<file path="src/rtl/axi_stream_pkg.sv">
// Shared helpers for the AXI-stream packet FIFO: counter widths, pointer wrap, flush states.
package axi_stream_pkg;

  // Bits needed to count 0..depth inclusive.
  function automatic int unsigned cnt_w(input int unsigned depth);
    return $clog2(depth + 1);
  endfunction

  // Pointer increment that wraps by compare, so depth need not be a power of 2.
  function automatic int unsigned ptr_inc(input int unsigned ptr, input int unsigned depth);
    return (ptr == depth - 1) ? 32'd0 : ptr + 32'd1;
  endfunction

  typedef enum logic {
    ST_SF    = 1'b0,
    ST_FLUSH = 1'b1
  } flush_state_t;

endpackage

</file>
<file path="src/rtl/axi_stream_pkt_fifo_core.sv">
// Storage for {last, data} beats with wrap-by-compare pointers and an occupancy count.
// Writes and reads arrive already qualified by the caller's handshake.
module axi_stream_pkt_fifo_core
  import axi_stream_pkg::*;
#(
  parameter int WIDTH = 8,
  parameter int DEPTH = 10,
  localparam int PW   = (DEPTH > 1) ? $clog2(DEPTH) : 1,
  localparam int LW   = cnt_w(DEPTH)
) (
  input  logic             i_clk,
  input  logic             i_rst,
  input  logic             i_wr_en,
  input  logic [WIDTH:0]   i_wr_data,
  input  logic             i_rd_en,
  output logic [WIDTH:0]   o_rd_data,
  output logic [LW-1:0]    o_level,
  output logic             o_full,
  output logic             o_empty
);

  logic [WIDTH:0]  r_mem [DEPTH];
  logic [PW-1:0]   r_wr_ptr;
  logic [PW-1:0]   r_rd_ptr;
  logic [LW-1:0]   r_level;

  // Storage write; contents are intentionally left out of reset.
  always_ff @(posedge i_clk) begin
    if (i_wr_en) r_mem[r_wr_ptr] <= i_wr_data;
  end

  // Pointer and occupancy bookkeeping.
  always_ff @(posedge i_clk) begin
    if (i_rst) begin
      r_wr_ptr <= '0;
      r_rd_ptr <= '0;
      r_level  <= '0;
    end else begin
      if (i_wr_en) r_wr_ptr <= PW'(ptr_inc(32'(r_wr_ptr), DEPTH));
      if (i_rd_en) r_rd_ptr <= PW'(ptr_inc(32'(r_rd_ptr), DEPTH));
      case ({i_wr_en, i_rd_en})
        2'b10:   r_level <= r_level + LW'(1);
        2'b01:   r_level <= r_level - LW'(1);
        default: r_level <= r_level;
      endcase
    end
  end

  // First-word-fall-through read.
  assign o_rd_data = r_mem[r_rd_ptr];
  assign o_level   = r_level;
  assign o_full    = (r_level == LW'(DEPTH));
  assign o_empty   = (r_level == '0);

endmodule

</file>
<file path="src/rtl/axi_stream_pkt_fifo.sv">
// AXI-stream FIFO with packet framing, optional store-and-forward release,
// an oversize-packet escape (flush) and occupancy / packet-count status.
module axi_stream_pkt_fifo
  import axi_stream_pkg::*;
#(
  parameter int WIDTH     = 8,
  parameter int DEPTH     = 10,
  parameter int PKT_MODE  = 1,
  parameter int AF_THRESH = DEPTH - 2,
  localparam int LW       = cnt_w(DEPTH)
) (
  input  logic             i_clk,
  input  logic             i_rst,
  input  logic [WIDTH-1:0] i_up_data,
  input  logic             i_up_last,
  input  logic             i_up_valid,
  output logic             o_up_ready,
  output logic [WIDTH-1:0] o_down_data,
  output logic             o_down_last,
  output logic             o_down_valid,
  input  logic             i_down_ready,
  output logic [LW-1:0]    o_level,
  output logic [LW-1:0]    o_pkt_count,
  output logic             o_almost_full,
  output logic             o_oversize
);

  logic           w_push, w_pop, w_full, w_empty, w_flush, w_engage;
  logic [WIDTH:0] w_rd_word;
  logic [LW-1:0]  r_pkt_cnt;
  logic           r_oversize;
  flush_state_t   r_state, w_state_nxt;

  axi_stream_pkt_fifo_core #(
    .WIDTH (WIDTH),
    .DEPTH (DEPTH)
  ) u_core (
    .i_clk     (i_clk),
    .i_rst     (i_rst),
    .i_wr_en   (w_push),
    .i_wr_data ({i_up_last, i_up_data}),
    .i_rd_en   (w_pop),
    .o_rd_data (w_rd_word),
    .o_level   (o_level),
    .o_full    (w_full),
    .o_empty   (w_empty)
  );

  // No full-bypass: a full FIFO refuses the beat even if it pops this cycle.
  assign w_push = i_up_valid & o_up_ready;
  assign w_pop  = o_down_valid & i_down_ready;

  // Complete-packet count: a stored last flag marks one finished packet.
  always_ff @(posedge i_clk) begin
    if (i_rst) begin
      r_pkt_cnt <= '0;
    end else begin
      case ({w_push & i_up_last, w_pop & o_down_last})
        2'b10:   r_pkt_cnt <= r_pkt_cnt + LW'(1);
        2'b01:   r_pkt_cnt <= r_pkt_cnt - LW'(1);
        default: r_pkt_cnt <= r_pkt_cnt;
      endcase
    end
  end

  // Flush state register and the registered oversize pulse.
  always_ff @(posedge i_clk) begin
    if (i_rst) begin
      r_state    <= ST_SF;
      r_oversize <= 1'b0;
    end else begin
      r_state    <= w_state_nxt;
      r_oversize <= w_engage;
    end
  end

  // Full with no complete packet means the packet can never finish: drain it cut-through.
  always_comb begin
    w_state_nxt = r_state;
    w_engage    = 1'b0;
    case (r_state)
      ST_SF: begin
        if ((PKT_MODE != 0) && w_full && (r_pkt_cnt == '0)) begin
          w_engage    = 1'b1;
          w_state_nxt = ST_FLUSH;
        end
      end
      ST_FLUSH: begin
        if (w_pop && o_down_last) w_state_nxt = ST_SF;
      end
      default: w_state_nxt = ST_SF;
    endcase
  end

  assign w_flush       = (r_state == ST_FLUSH);
  assign o_up_ready    = ~w_full;
  assign o_down_valid  = ~w_empty & ((PKT_MODE == 0) | (r_pkt_cnt != '0) | w_flush);
  assign o_down_data   = w_rd_word[WIDTH-1:0];
  assign o_down_last   = w_rd_word[WIDTH];
  assign o_pkt_count   = r_pkt_cnt;
  assign o_almost_full = (int'(o_level) >= AF_THRESH);
  assign o_oversize    = r_oversize;

endmodule
</file>
<file path="config.mk">
export PLATFORM = sky130hd
export DESIGN_NAME = axi_stream_pkt_fifo
export DESIGN_NICKNAME = d
export VERILOG_FILES = /design/src/rtl/axi_stream_pkg.sv /design/src/rtl/axi_stream_pkt_fifo_core.sv /design/src/rtl/axi_stream_pkt_fifo.sv
export SDC_FILE = /design/constraint.sdc
export NUM_CORES = 1
export LEC_CHECK = 0
export CELL_PAD_IN_SITES_DETAIL_PLACEMENT = 1
export CELL_PAD_IN_SITES_GLOBAL_PLACEMENT = 1
export CORE_MARGIN = 10
export CORE_UTILIZATION = 53
export CTS_BUF_LIST = sky130_fd_sc_hd__clkbuf_16
export DETAILED_ROUTE_END_ITERATION = 7
export GPL_TIMING_DRIVEN = 0
export PLACE_DENSITY_LB_ADDON = 0.08
export SLEW_MARGIN = 20
export SYNTH_ARGS = -nofsm -noshare
export SYNTH_HDL_FRONTEND = slang
export SYNTH_SLANG_ARGS = --single-unit
</file>
<file path="constraint.sdc">
create_clock -name i_clk -period 7.8 [get_ports i_clk]
set_input_delay 1.17 -clock i_clk [delete_from_list [all_inputs] [get_ports i_clk]]
set_output_delay 1.17 -clock i_clk [all_outputs]
set_load 0.05 [all_outputs]
</file>
* Word-level counts from Yosys, hierarchy flattened *
Memories as Yosys holds them, arrays and structs flattened. A register that Yosys moved wholly into a read port is not among the register bits.
Cells that the tools add are included.

operators by class
  bitwise logic cells = 9
  magnitude comparators = 1
  reduce and logical (&&, ||, !) cells = 8
  add/sub/neg operators = 6
  equal/unequal tests = 7
  multiplexer cells = 11

operator list
  operator                                                            number
  4-bit by 1-bit adder with 4-bit output, second input constant       4
  4-bit 2-to-1 mux                                                    4
  4-bit case mux with 2 select lines                                  2
  4-bit == test, second input constant                                3
  4-bit zero test                                                     2
  4-bit by 1-bit subtractor with 4-bit output, second input constant  2
  1-bit bitwise AND                                                   5
  2-bit by 1-bit == test with 1-bit output, second input constant     2
  2-bit == test, second input constant                                2
  4-bit greater-or-equal comparator, second input constant            1
  1-bit 2-to-1 mux                                                    4
  2-bit nonzero test                                                  2
  4-bit nonzero test                                                  1
  1-bit inverter                                                      3
  1-bit logical AND                                                   2
  1-bit case mux with 2 select lines                                  1
  2-bit OR reduction                                                  1
  1-bit bitwise OR                                                    1

word-level totals
  memory bits (writable) = 90
  word-level logic and storage cells = 49
  bits of input ports = 13
  memories kept = 1
  output and inout port bits = 21
  register bits = 18

memory list
  memory        depth  width  rd ports  clocked after memory_dff  write ports  RTL line                        source
  u_core.r_mem  10     9      1         1                         1            axi_stream_pkt_fifo_core.sv:22  logic [WIDTH:0] r_mem [DEPTH];

* Logic depth before layout (Yosys ltp) *
Gate-level depths: netlist of run 1.

  word-level depth = 7
  gate-level depth with buffers = 11
  gate-level depth less buffers = 10

* Modules after synthesis *
From an unflattened synthesis of run 1, not the netlist that was laid out.

second synthesis, totals
  cells, all modules = 317
  area, all modules = 4640.7 µm²

modules (own cells, without submodules)
  module                    seq. area each (µm²)  cells an instance  area an instance (µm²)  instances
  axi_stream_pkt_fifo_core  3022.9                275                4294.1                  1
  axi_stream_pkt_fifo       120.1                 42                 346.6                   1

* Worst setup path after synthesis of run 1 *
No wires, ideal clock.

  kind = register -> output
  start = reg with a tool-made name
  end = out o_down_data[6]
  data arrival time = 2091 ps
  stages on the path, launching flop included = 7
  buffers on the path = 2
  data required time = 6630 ps
  setup slack = 4539 ps
  path through = dfxtp_1 -> buf_2 -> buf_2 -> mux4_2 -> nor2b_1 -> a211oi_1 -> a21oi_1

RTL lines
  item           RTL line                   source
  end, declared  axi_stream_pkt_fifo.sv:18  output logic [WIDTH-1:0] o_down_data,

==> summary by stage, run 1 <==
Clocking
The clock sink total is ~110. The TritonCTS clock tree is yes. The CTS root buffer is clkbuf_16.

The clock transition time at the flip-flop clock pins of the worst setup and hold paths is around 0.080 ns. After clock tree synthesis, the repair step resized 0 gates. For this design, the CTS-stage hold fixing added 0 buffers. The number of setup buffers added after CTS is 0. The clock latency at the later pin of the worst-skew pair is 0.35 ns.

TritonCTS created 9 clock buffers. The longest clock path from root to sink contains 2 buffers. The CTS H-tree depth is 3.

Final layout
The count of fill cells added during filler insertion is 811. The growth of design area from synthesis to finish is 18.7%. The net count reported at finish is roughly 370.

The top cell types in the final layout, fill and taps aside, are edfxtp_1, clkdlybuf4s50_1, dfxtp_1. The most common cell after layout, fill and taps aside is edfxtp_1. Of the cells placed in the final design, the portion with a size suffix greater than 1 is between 15 and 20%. The diode insertion count for antenna repair is 0.

Timing
The worst path uses roughly 57% of the clock period. The number of setup violations in the final report is 0. Timing would allow up to 226 MHz. In this run the tightest slew margin relative to its limit is between 30% and 40%.

The number of slew-limit violations in the final report was 0. The total negative slack is 0 ns. At the pin with the least slew margin, the transition time is around 1.0 ns. Setup repair after global routing left no endpoint under its margin. The worst path needs about 4.4 ns of the cycle, external delays included. The worst path setup slack after routing is between 3 and 4 ns. Clock skew on the completed layout was measured at around 0.0077 ns. The final-report hold violation count is 0.

Logic synthesis
A synthesized cell averages approximately 16 µm². Synthesis inferred around 110 register bits. The total of warnings raised by yosys is 0. The commonest register cell after synthesis is edfxtp_1. The share of flip-flops with an asynchronous set or reset after synthesis is 0%. The net count after synthesis is around 320. The sequential cell area fraction in the yosys report is between 60% and 70%. After synthesis the cells add up to 4620 µm². The number of different library cells in the post-synthesis netlist is 44. Synthesis produced 298 cells. Yosys mapped a number of flops with a built-in enable equal to 90.

Power and ir drop
For this design the ratio of total power to cell area is roughly 240 nW/µm². The net switching fraction of the power is between 20% and 30%. The leakage power summed over all cells is 1.81 nW. Combinational logic burns around an eighth of the power. The worst-case IR drop observed on VDD is 0.165 mV. The analysis attributes to net switching a power of roughly 0.33 mW. The clock power share is a little over a third.

In this run, flip-flops and latches consume 51.2% of the power. The design internal power is about 0.98 mW.

Detailed routing
For this block, the initial DRC count from the detailed router was approximately 140. The detail route stage leaves a number of antenna-violating nets equal to 0. Summing over every cut layer, the via total after detailed routing is 2753.

The final layout contains routed wiring with a total length of around 11000 µm. The first-pass iteration count of the detailed router is 4. The routed wirelength normalized by instance count is 24.4 µm.

In the routed layout, each cell is associated on average with a via count of around 6.0. The DRC violations left is 0.

Global routing
The maximum number of pins on one net before global-route repair is 21. The via count of the first global-routing pass is 2974. The number of antenna violations at the first check in global routing came to 0. The global-route wire length before repair is 17500 µm. The overflow left after global routing is 0. The combined global-route utilization of all metal layers is roughly 18%.

Critical path
The type of origin of the critical path is a flip-flop. The category of the most critical setup path is reg -> out. The data arrival at the endpoint of the critical path is about 3.3 ns. Measured in cells, the most critical reg-to-reg path has a length of 11.

Walking the worst path, the cells encountered are buf_2 -> clkbuf_1 -> mux4_2 -> nor2b_1 -> a211oi_1 -> a21oi_1 -> clkdlybuf4s50_1. Data on the critical path is required at its endpoint by between 6 and 7 ns. The longest individual stage delay on the worst path is ~0.75 ns. The cell at the slowest stage of the critical path is clkdlybuf4s50_1. STA classifies the critical path endpoint as an output pin. The top fanout value on the critical path is 10.

Floorplan
The I/O pin count is 34. The die covers ~13000 µm². The die height is 113 µm. Row generation in the floorplan step produced 34 rows. The initial utilization of the core area, before any placement, comes to 53.8%. The area of the core is between 8000 and 9000 µm². The horizontal extent of the die is roughly 110 µm.

Placed design
In this run the tool buffered the top-level ports with 33 buffer cells. The worst slack at placement is approximately 3.8 ns. The HPWL after detailed placement is about 7300 µm.

The congestion estimate from routability-driven global placement came to 0.723.

Worst hold path
The path class of the tightest hold or removal check is reg -> reg. The hold path depth is 2.

Run status
The flow ran to the end, and the final reports show no timing, DRC or antenna violations.

Run
Across the run, the number of max-cap violations was 0.
-- final timing paths --
check / to / startpoint / slack (ns)
max: o_down_data[7] / flip-flop / 3.38
min: r_state$_SDFF_PP0_ / r_state$_SDFF_PP0_ / 0.48
max reg2reg: o_pkt_count[2]$_SDFFE_PP0P_ / flip-flop / 4.52
min reg2reg: r_state$_SDFF_PP0_ / r_state$_SDFF_PP0_ / 0.48
-- flip-flops by register name, indices dropped and copies added (netlist names), named ones only --
signal / flops
u_core.r_wr_ptr: 4
u_core.r_mem: 90
r_state: 1
u_core.o_level: 4
o_oversize: 1
o_pkt_count: 4
u_core.r_rd_ptr: 4
-- power by group through the flow --
stage	Clock, mW	Combinational [mW]	Sequential, mW
floorplan	0	0.0916	0.693
global placement	0	0.151	0.681
detailed placement	0	0.159	0.683
CTS	0.486	0.162	0.669
global route	0.507	0.173	0.671
finish	0.477	0.160	0.669
-- cell usage after synthesis, drive strengths merged, types with 2 or more instances --
cell type | number | area (µm²)
xnor2 | 2 | 17.5
nor3b | 3 | 22.5
or3 | 2 | 12.5
and2b | 5 | 37.5
nand3 | 3 | 15.0
nor2 | 21 | 78.8
ha | 5 | 62.6
a21oi | 15 | 75.1
nor2b | 11 | 68.8
nand3b | 5 | 37.5
nand4 | 2 | 12.5
nor3 | 10 | 50.1
edfxtp | 90 | 2700
xor2 | 8 | 70.1
clkbuf | 9 | 33.8
nor4 | 2 | 12.5
mux2i | 14 | 140
mux2 | 2 | 22.5
nand2b | 5 | 31.3
buf | 8 | 42.5
o21ai | 6 | 30.0
a211oi | 9 | 72.6
dfxtp | 22 | 440
and3 | 2 | 12.5
mux4 | 16 | 360
nand2 | 7 | 26.3
-- worst max-delay path: cells and delay by family (launching register included) --
kind / cells / cell delay [ns]
flip-flops: 1 / 0.35
buffers and inverters: 3 / 1.65
AO/OA/AOI/OAI: 2 / 0.34
AND/OR/NAND/NOR: 1 / 0.15
multiplexers: 1 / 0.42
-- stage by stage --
step / util, % / area [µm²] / hold WS (ns) / power (mW) / std cells
floorplan: - / 4620 / 0.445 / 0.784 / 298
global placement: 59.2 / 5080 / 0.458 / 0.832 / 439
detailed placement: 60.1 / 5160 / 0.476 / 0.841 / 445
CTS: 63.7 / 5480 / 0.481 / 1.32 / 461
global route: 63.8 / 5480 / 0.516 / 1.35 / 461
finish: 63.8 / 5480 / 0.477 / 1.31 / 461
-- per-layer routing --
layer  global-route usage [%]  share of wire (%)
met1                     21.5                 41
met2                     31.9                 54
met3                     4.07                4.0
met4                     4.48                1.6
met5                        0                  0
-- cell families (layout without fill, tap and decap cells) --
kind of cell	Yosys count	count (layout)	synth area share [%]
AND/OR/NAND/NOR	81	81	9.59
adder cells (fa/ha/maj)	5	5	1.35
multiplexers	32	32	11.3
AO/OA/AOI/OAI	39	39	5.99
flip-flops	112	112	68.0
buffers and inverters	19	74	1.81
XOR/XNOR	10	10	1.90
-- final cells by class --
type / instances / area (µm²) / share of cell area, %
flip-flops and latches: 112 / 3140 / 57.3
well taps: 108 / 135 / 2.47
clock buffers: 9 / 225 / 4.11
repair buffers: 39 / 379 / 6.92
multi-input cells: 167 / 1430 / 26.1
clock inverters: 7 / 86.3 / 1.57
plain buffers: 17 / 76.3 / 1.39
inverters: 2 / 7.51 / 0.137
Note: power is estimated with default switching activity, not from simulation.
==> run 2: changes to the inputs <==
--- a/config.mk
+++ b/config.mk
@@ -8,7 +8,7 @@
 export CELL_PAD_IN_SITES_DETAIL_PLACEMENT = 1
 export CELL_PAD_IN_SITES_GLOBAL_PLACEMENT = 1
 export CORE_MARGIN = 10
-export CORE_UTILIZATION = 53
+export CORE_UTILIZATION = 49
 export CTS_BUF_LIST = sky130_fd_sc_hd__clkbuf_16
 export DETAILED_ROUTE_END_ITERATION = 7
 export GPL_TIMING_DRIVEN = 0
==> constraint.sdc (replaced) <==
create_clock -name i_clk -period 4.3 [get_ports i_clk]
set_input_delay 0.645 -clock i_clk [delete_from_list [all_inputs] [get_ports i_clk]]
set_output_delay 0.645 -clock i_clk [all_outputs]
set_load 0.05 [all_outputs]
==> run 2 against run 1 <==
Effect of this change:
- die area up 6.7%
- sequential share of layout area up 0.21 points
- non-clock buffer count unchanged
- setup slack worse by 2.9 ns
- via count down 1.7%
- hold slack better by 0.00069 ns
- utilization down 4.4 points
- routed wire length down 10%
- register-to-register slack worse by 3.3 ns
- largest cell class unchanged
==> summary by stage, run 2 (same netlist as run 1, synthesis figures left out) <==
Run status
The run finished with clean final reports.

Global routing
The combined global-route utilization of all metal layers is 15.8% (-2.2 points). The overflow left after global routing came to 0 (unchanged). The number of antenna violations at the first check in global routing is 0 (unchanged). The maximum number of pins on one net before global-route repair is 19 (-9.5%). The via count of the first global-routing pass is 2894 (-2.7%). The global-route wire length before repair came to 16100 µm (-7.5%).

Timing
The fmax is approximately 260 MHz. The remaining max-slew budget at the tightest pin is 29.3% (-3.7 points). The worst path uses between 80% and 90% of the clock period. The final setup skew is 0.00658 ns (-0.00110 ns). Setup repair after global routing left no endpoint under its margin.

The worst path setup slack after routing is 0.466 ns (-2.92 ns). The total negative slack is 0 ns (unchanged). The transition time at the pin with the least slew margin is 1.06 ns (+0.0551 ns). The number of setup violations in the final report is 0 (unchanged). The number of slew-limit violations in the final report came to 0 (unchanged).

The final-report hold violation count is 0 (unchanged). The worst path in the final design needs a cycle of around 3.8 ns, including I/O delays and setup.

Floorplan
The number of placement rows was 35 (+2.9%). The area of the die came to 13700 µm² (+6.7%). The initial core utilization was 50.2% (-3.5 points). The I/O pin count is 34 (unchanged). The horizontal extent of the die was 117 µm (+3.3%). The area of the core is 9200 µm² (+7.0%). The die height is 117 µm (+3.3%).

Run
The max capacitance violation total is 0 (unchanged).

Placed design
The weighted congestion reported at the end of routability-driven placement is 0.731 (+1.1%). The HPWL after detailed placement was 6860 µm (-5.8%). The worst slack at placement was 0.786 ns (-2.99 ns). The count of buffers from port buffering is 33 (unchanged). The cell area after placement is 5160 µm² (unchanged).

Final layout
The diode insertion count for antenna repair was 0 (unchanged). The share of post-route cells with drive strength above 1 is 15.0% (-0.85 points). The final cell area excluding filler cells is 5460 µm² (-0.37%). The top cell types in the final layout, fill and taps aside, are edfxtp_1, clkdlybuf4s50_1, dfxtp_1.

The total area of sequential cells is 3140 µm² (unchanged). The count of fill cells added during filler insertion came to 879 (+8.4%). The flip-flop count of the largest register, all copies and words added is 90 (unchanged). The combined area of the multi-input logic cells was 1430 µm² (-0.17%). Leaving out fill and tap cells, the most frequent cell in the layout is edfxtp_1. Ranked by flip-flop count, first place goes to u_core.r_mem. The net count reported at finish is 366 (unchanged). The area growth from synthesis to layout is 18.2%.

Critical path
The longest individual stage delay on the worst path is 0.73 ns (-0.02 ns). The data arrival at the endpoint of the critical path is 3.19 ns (-0.06 ns). The type of origin of the critical path is a flip-flop.

The critical path goes through buf_2 -> buf_2 -> mux4_2 -> and2b_1 -> a211oi_1 -> a21oi_1 -> clkdlybuf4s50_1. The cell type with the highest occurrence count on the critical path is buf_2. The cell count of the worst reg-to-reg path is 10 (-1). The critical path data required time is 3.65 ns (-2.98 ns). The kind of end point of the critical path is an output pin. The cell at the slowest stage of the critical path is clkdlybuf4s50_1. The category of the most critical setup path is reg -> out. The top fanout value on the critical path came to 10 (unchanged).

Clocking
The number of gates given a new drive strength after cts is 0 (unchanged). The tree is rooted in a clkbuf_16. The clock latency at the later pin of the worst-skew pair came to 0.34 ns (about the same).

The clock sink total came to 112 (unchanged). The quantity of hold-fixing buffers added after cts was 0 (unchanged). The total CTS buffers is 9 (unchanged). The number of setup buffers added after CTS is 0 (unchanged). The CTS H-tree depth came to 3 (unchanged). The maximum buffer depth of the clock tree is 2 (unchanged). The clock transition time at the flip-flop clock pins of the worst setup and hold paths is 0.07 ns (about the same). The TritonCTS clock tree is yes.

Detailed routing
The via count is 2706 (-1.7%). The total routed wirelength is 10100 µm (-10%). The initial detailed-routing violation count is 129 (-6.5%). The routed wirelength normalized by instance count is 21.8 µm (-11%). The DRC violations left is 0 (unchanged). The final antenna-violating net count is 0 (unchanged). The via count normalized by instance count is 5.83 (-2.3%). The first-pass iteration count of the detailed router is 4 (unchanged).

Worst hold path
The classification of the worst-slack hold path is reg -> reg. The hold path depth is 2 (unchanged).

Power and ir drop
The maximum vdd ir drop is 0.240 mV (+46%). The power per unit of standard cell area is 425 nW/µm² (+78%). The leakage power summed over all cells is 1.80 nW (-0.50%).
## run 2: cell types whose count changed in the layout (fill, tap and decap cells not counted), sizes merged
cell,before,now
inv,5,4
clkinv,2,3
## run 2: worst max-delay path, delay by kind of cell, from the launching register on
family	cells	cell delay [ns]
muxes	1	0.56
buffers and inverters	3	1.47
DFF	1	0.35
AOI/OAI and AO/OA	2	0.29
and+or+nand+nor	1	0.17
## run 2: metal layers
metal / wire length [µm] / global-route usage, %
met1: 4560 / 21.2
met2: 4930 / 25.3
met3: 538 / 3.67
met4: 78 / 4.04
met5: 0 / 0
## run 2: metrics by stage
step | util [%] | power, mW | std cells | hold slack [ns]
2_1_floorplan | - | 1.42 | 298 | 0.445
6_report | 59.4 | 2.32 | 464 | 0.477
3_5_place_dp | 56.2 | 1.52 | 448 | 0.465
3_3_place_gp | 55.3 | 1.51 | 442 | 0.462
5_1_grt | 59.4 | 2.42 | 464 | 0.529
4_1_cts | 59.4 | 2.35 | 464 | 0.478
## run 2: worst paths after layout
kind | startpoint | end | slack (ns)
setup / recovery | flip-flop | o_down_data[5] | 0.47
setup reg to reg | u_core.o_level[1]$_SDFFE_PP0P_ | o_pkt_count[2]$_SDFFE_PP0P_ | 1.18
hold reg to reg | r_state$_SDFF_PP0_ | r_state$_SDFF_PP0_ | 0.48
hold / removal | r_state$_SDFF_PP0_ | r_state$_SDFF_PP0_ | 0.48
## run 2: power by group
| group | leakage [nW] | total (mW) | internal (mW) | switching, mW |
|---|---|---|---|---|
| logic | 0.663 | 0.283 | 0.111 | 0.172 |
| registers | 0.994 | 1.21 | 1.20 | 0.0173 |
| clock network | 0.142 | 0.824 | 0.453 | 0.371 |
| total | 1.80 | 2.32 | 1.76 | 0.561 |
## run 2: final cells by class
cell class	instances	share of cell area, %
repair buffers	39	6.87
inverters	2	0.137
multi-input cells	167	26.1
plain buffers	17	1.40
clock buffers	9	4.12
flip-flops and latches	112	57.5
clock inverters	7	1.26
well taps	111	2.54
==> run 3: changes to the inputs <==
--- a/config.mk
+++ b/config.mk
@@ -5,11 +5,12 @@
 export SDC_FILE = /design/constraint.sdc
 export NUM_CORES = 1
 export LEC_CHECK = 0
+export CAP_MARGIN = 20
 export CELL_PAD_IN_SITES_DETAIL_PLACEMENT = 1
 export CELL_PAD_IN_SITES_GLOBAL_PLACEMENT = 1
 export CORE_MARGIN = 10
-export CORE_UTILIZATION = 49
-export CTS_BUF_LIST = sky130_fd_sc_hd__clkbuf_16
+export CORE_UTILIZATION = 51
+export CTS_BUF_LIST = sky130_fd_sc_hd__clkbuf_2
 export DETAILED_ROUTE_END_ITERATION = 7
 export GPL_TIMING_DRIVEN = 0
 export PLACE_DENSITY_LB_ADDON = 0.08
==> run 3 against run 2 <==
Effect of this change:
- non-clock buffer count increased by 1
- sequential share of layout area is 1.7 points higher
- power shrank 15%
- clock power is 43% lower
- die area shrank 3.3%
- flip-flop and latch count unchanged
- sequential power is essentially flat
- setup slack got worse by 0.18 ns
- largest cell class unchanged
==> summary by stage, run 3 (same netlist as run 1, synthesis figures left out) <==
Run status
The flow ran to the end, and the final reports show no timing, DRC or antenna violations.

Global routing
The global-route wire length before repair is 16300 µm (+0.85%). The overflow left after global routing is 0 (unchanged). The maximum number of pins on one net before global-route repair is 22 (+3). The combined global-route utilization of all metal layers is 16.1% (+0.32 points). The number of antenna violations at the first check in global routing is 0 (unchanged). The via count of the first global-routing pass was 2879 (-0.52%).

Floorplan
The I/O pin count is 34 (unchanged). The number of placement rows was 34 (-2.9%). The area of the die was 13300 µm² (-3.3%). The horizontal extent of the die is 115 µm (-1.6%). The area of the core was 8760 µm² (-4.7%).

The die height is 115 µm (-1.6%). The initial core utilization was 52.7% (+2.5 points).

Clocking
The TritonCTS clock tree is yes. The clock sink total is 112 (unchanged). The clock transition time at the flip-flop clock pins of the worst setup and hold paths was 0.29 ns (+0.22 ns). The CTS root buffer is clkbuf_2.

The CTS H-tree depth was 3 (unchanged). The total CTS buffers was 9 (unchanged). The clock latency at the later pin of the worst-skew pair is 0.62 ns (+0.28 ns). The maximum buffer depth of the clock tree was 2 (unchanged).

Placed design
The weighted congestion reported at the end of routability-driven placement is 0.752 (+2.9%). The count of buffers from port buffering is 33 (unchanged). The HPWL after detailed placement was 7320 µm (+6.7%).

Critical path
The number of buffers and inverters on the critical path is 3 (unchanged). The longest individual stage delay on the worst path came to 0.74 ns (about the same). The data arrival at the endpoint of the critical path was 3.37 ns (+0.18 ns).

STA classifies the critical path endpoint as an output pin. The setup slack of the worst register-to-register path was 1.14 ns (-0.04 ns). The top fanout value on the critical path came to 10 (unchanged).

The critical path depth in cells is 7 (unchanged). The cell count of the worst reg-to-reg path is 11 (+1). The critical path data required time came to 3.65 ns (about the same). Traced cell by cell, the critical path runs through buf_2 -> clkbuf_4 -> mux4_2 -> nor2b_1 -> a211oi_1 -> a21oi_1 -> clkdlybuf4s50_1. The type of origin of the critical path is a flip-flop. The category of the most critical setup path is reg -> out. The cell family with the largest share of critical-path delay is buffers and inverters. The cell at the slowest stage of the critical path is clkdlybuf4s50_1.

Final layout
The most common cell after layout, fill and taps aside is edfxtp_1. The share of post-route cells with drive strength above 1 is 15.8% (+0.81 points). Leaving out fill and tap cells, the most frequent cells in the layout are edfxtp_1, clkdlybuf4s50_1, dfxtp_1. The register with the highest flop count is u_core.r_mem. The growth of design area from synthesis to finish is 14.8%. The flip-flop count of the largest register, all copies and words added is 90 (unchanged). The core utilization of the finished layout is 60.5% (+1.1 points). The net count reported at finish is 367 (+0.27%). The diode insertion count for antenna repair is 0 (unchanged).

Timing
The final setup skew came to 0.0465 ns (+0.0399 ns). The remaining max-slew budget at the tightest pin is 21.5% (-7.7 points). Setup repair after global routing left no endpoint under its margin. The fmax is 249 MHz (-4.5%). The smallest hold slack is 0.487 ns (+0.00913 ns). The number of setup violations in the final report is 0 (unchanged). The fraction of the cycle the final worst path needs is 93.4% (+4.2 points). The number of slew-limit violations in the final report was 0 (unchanged). The total negative slack came to 0 ns (unchanged). The transition time at the pin with the least slew margin is 1.17 ns (+0.116 ns). The clock period minus worst slack is 4.02 ns (+0.182 ns). The final-report hold violation count came to 0 (unchanged).

Power and ir drop
The leakage power summed over all cells is 1.77 nW (-1.8%). The clock power share is 23.8% (-12 points). The net switching fraction of the power came to 28.5% (+4.4 points). The total net switching power was 0.562 mW (+0.24%). The combinational cell fraction of total power is 14.5% (+2.3 points). The power per unit of standard cell area is 371 nW/µm² (-13%).

The maximum vdd ir drop is 0.205 mV (-14%). The design internal power was 1.41 mW (-20%). The part of the power in registers was 61.7% (+9.4 points).

Detailed routing
The routed wirelength normalized by instance count is 22.0 µm (+1.2%). The first-pass iteration count of the detailed router is 4 (unchanged). The final antenna-violating net count is 0 (unchanged).

The DRC violations left was 0 (unchanged). The total routed wirelength is 10200 µm (+0.76%). The via count came to 2653 (-2.0%). The via count normalized by instance count is 5.74 (-1.5%). The initial detailed-routing violation count is 200 (+55%).

Run
The max capacitance violation total was 0 (unchanged).

Worst hold path
The hold path depth is 2 (unchanged). The path class of the tightest hold or removal check is reg -> reg.
## run 3: cell types whose count changed in the layout (fill, tap and decap cells not counted), sizes merged
cell           delta
clkbuf            +1
clkdlybuf4s50     -3
clkinvlp          -1
clkinv            +2
dlymetal6s2s      +3
bufinv            -1
## run 3: layout make-up
type	instances	area, µm²
Multi-Input combinational cell	167	1420
Inverter	2	7.51
Buffer	17	80.1
Sequential cell	112	3140
Tap cell	108	135
Timing Repair Buffer	40	394
Clock inverter	7	73.8
Clock buffer	9	45.0
Fill cell	861	3460
## run 3: worst register-to-register path: cells and delay by family, from the launching register on
kind                       cells  cell delay, ns
xor gates and xnor gates       1            0.10
muxes                          2            0.58
AOI/OAI and AO/OA              3            0.92
buffers and inverters          2            0.40
adders and majority gates      2            0.44
DFF                            1            0.40
and+or+nand+nor                1            0.22
## run 3: what timing repair did
action | in CTS | in global routing
setup buffers | 0 | 0
resized for setup | 0 | 6
hold buffers | 0 | 0
endpoints found under the setup margin | 0 | 6
## run 3: worst paths after layout
path / startpoint / endpoint
max: flip-flop / o_down_data[4]
max reg2reg: flip-flop / o_pkt_count[2]$_SDFFE_PP0P_
min: r_state$_SDFF_PP0_ / r_state$_SDFF_PP0_
min reg2reg: r_state$_SDFF_PP0_ / r_state$_SDFF_PP0_
## run 3: metrics by stage
step / setup WS, ns / instances / area, µm² / power [mW]
after detailed placement: 0.756 / 445 / 5160 / 1.53
after global placement: 0.664 / 439 / 5080 / 1.51
after floorplan: 1.09 / 298 / 4620 / 1.42
after CTS: 0.0253 / 461 / 5280 / 1.99
final: 0.283 / 462 / 5300 / 1.97
after global routing: 0.0501 / 462 / 5300 / 2.05
## run 3: power groups by stage
stage | logic [mW] | clock network, mW | registers, mW
after floorplan | 0.166 | 0 | 1.26
after detailed placement | 0.289 | 0 | 1.24
after global routing | 0.309 | 0.523 | 1.22
after CTS | 0.290 | 0.486 | 1.22
final | 0.285 | 0.468 | 1.21
after global placement | 0.275 | 0 | 1.24
## run 3: metal layers
metal  routed length (µm)  vias to the layer above  track usage [%]
li1                     -                     1253                -
met1                 4410                     1342             20.4
met2                 5290                       47             26.8
met3                  367                       11             4.06
met4                  114                        0             4.37
met5                    0                        -                0
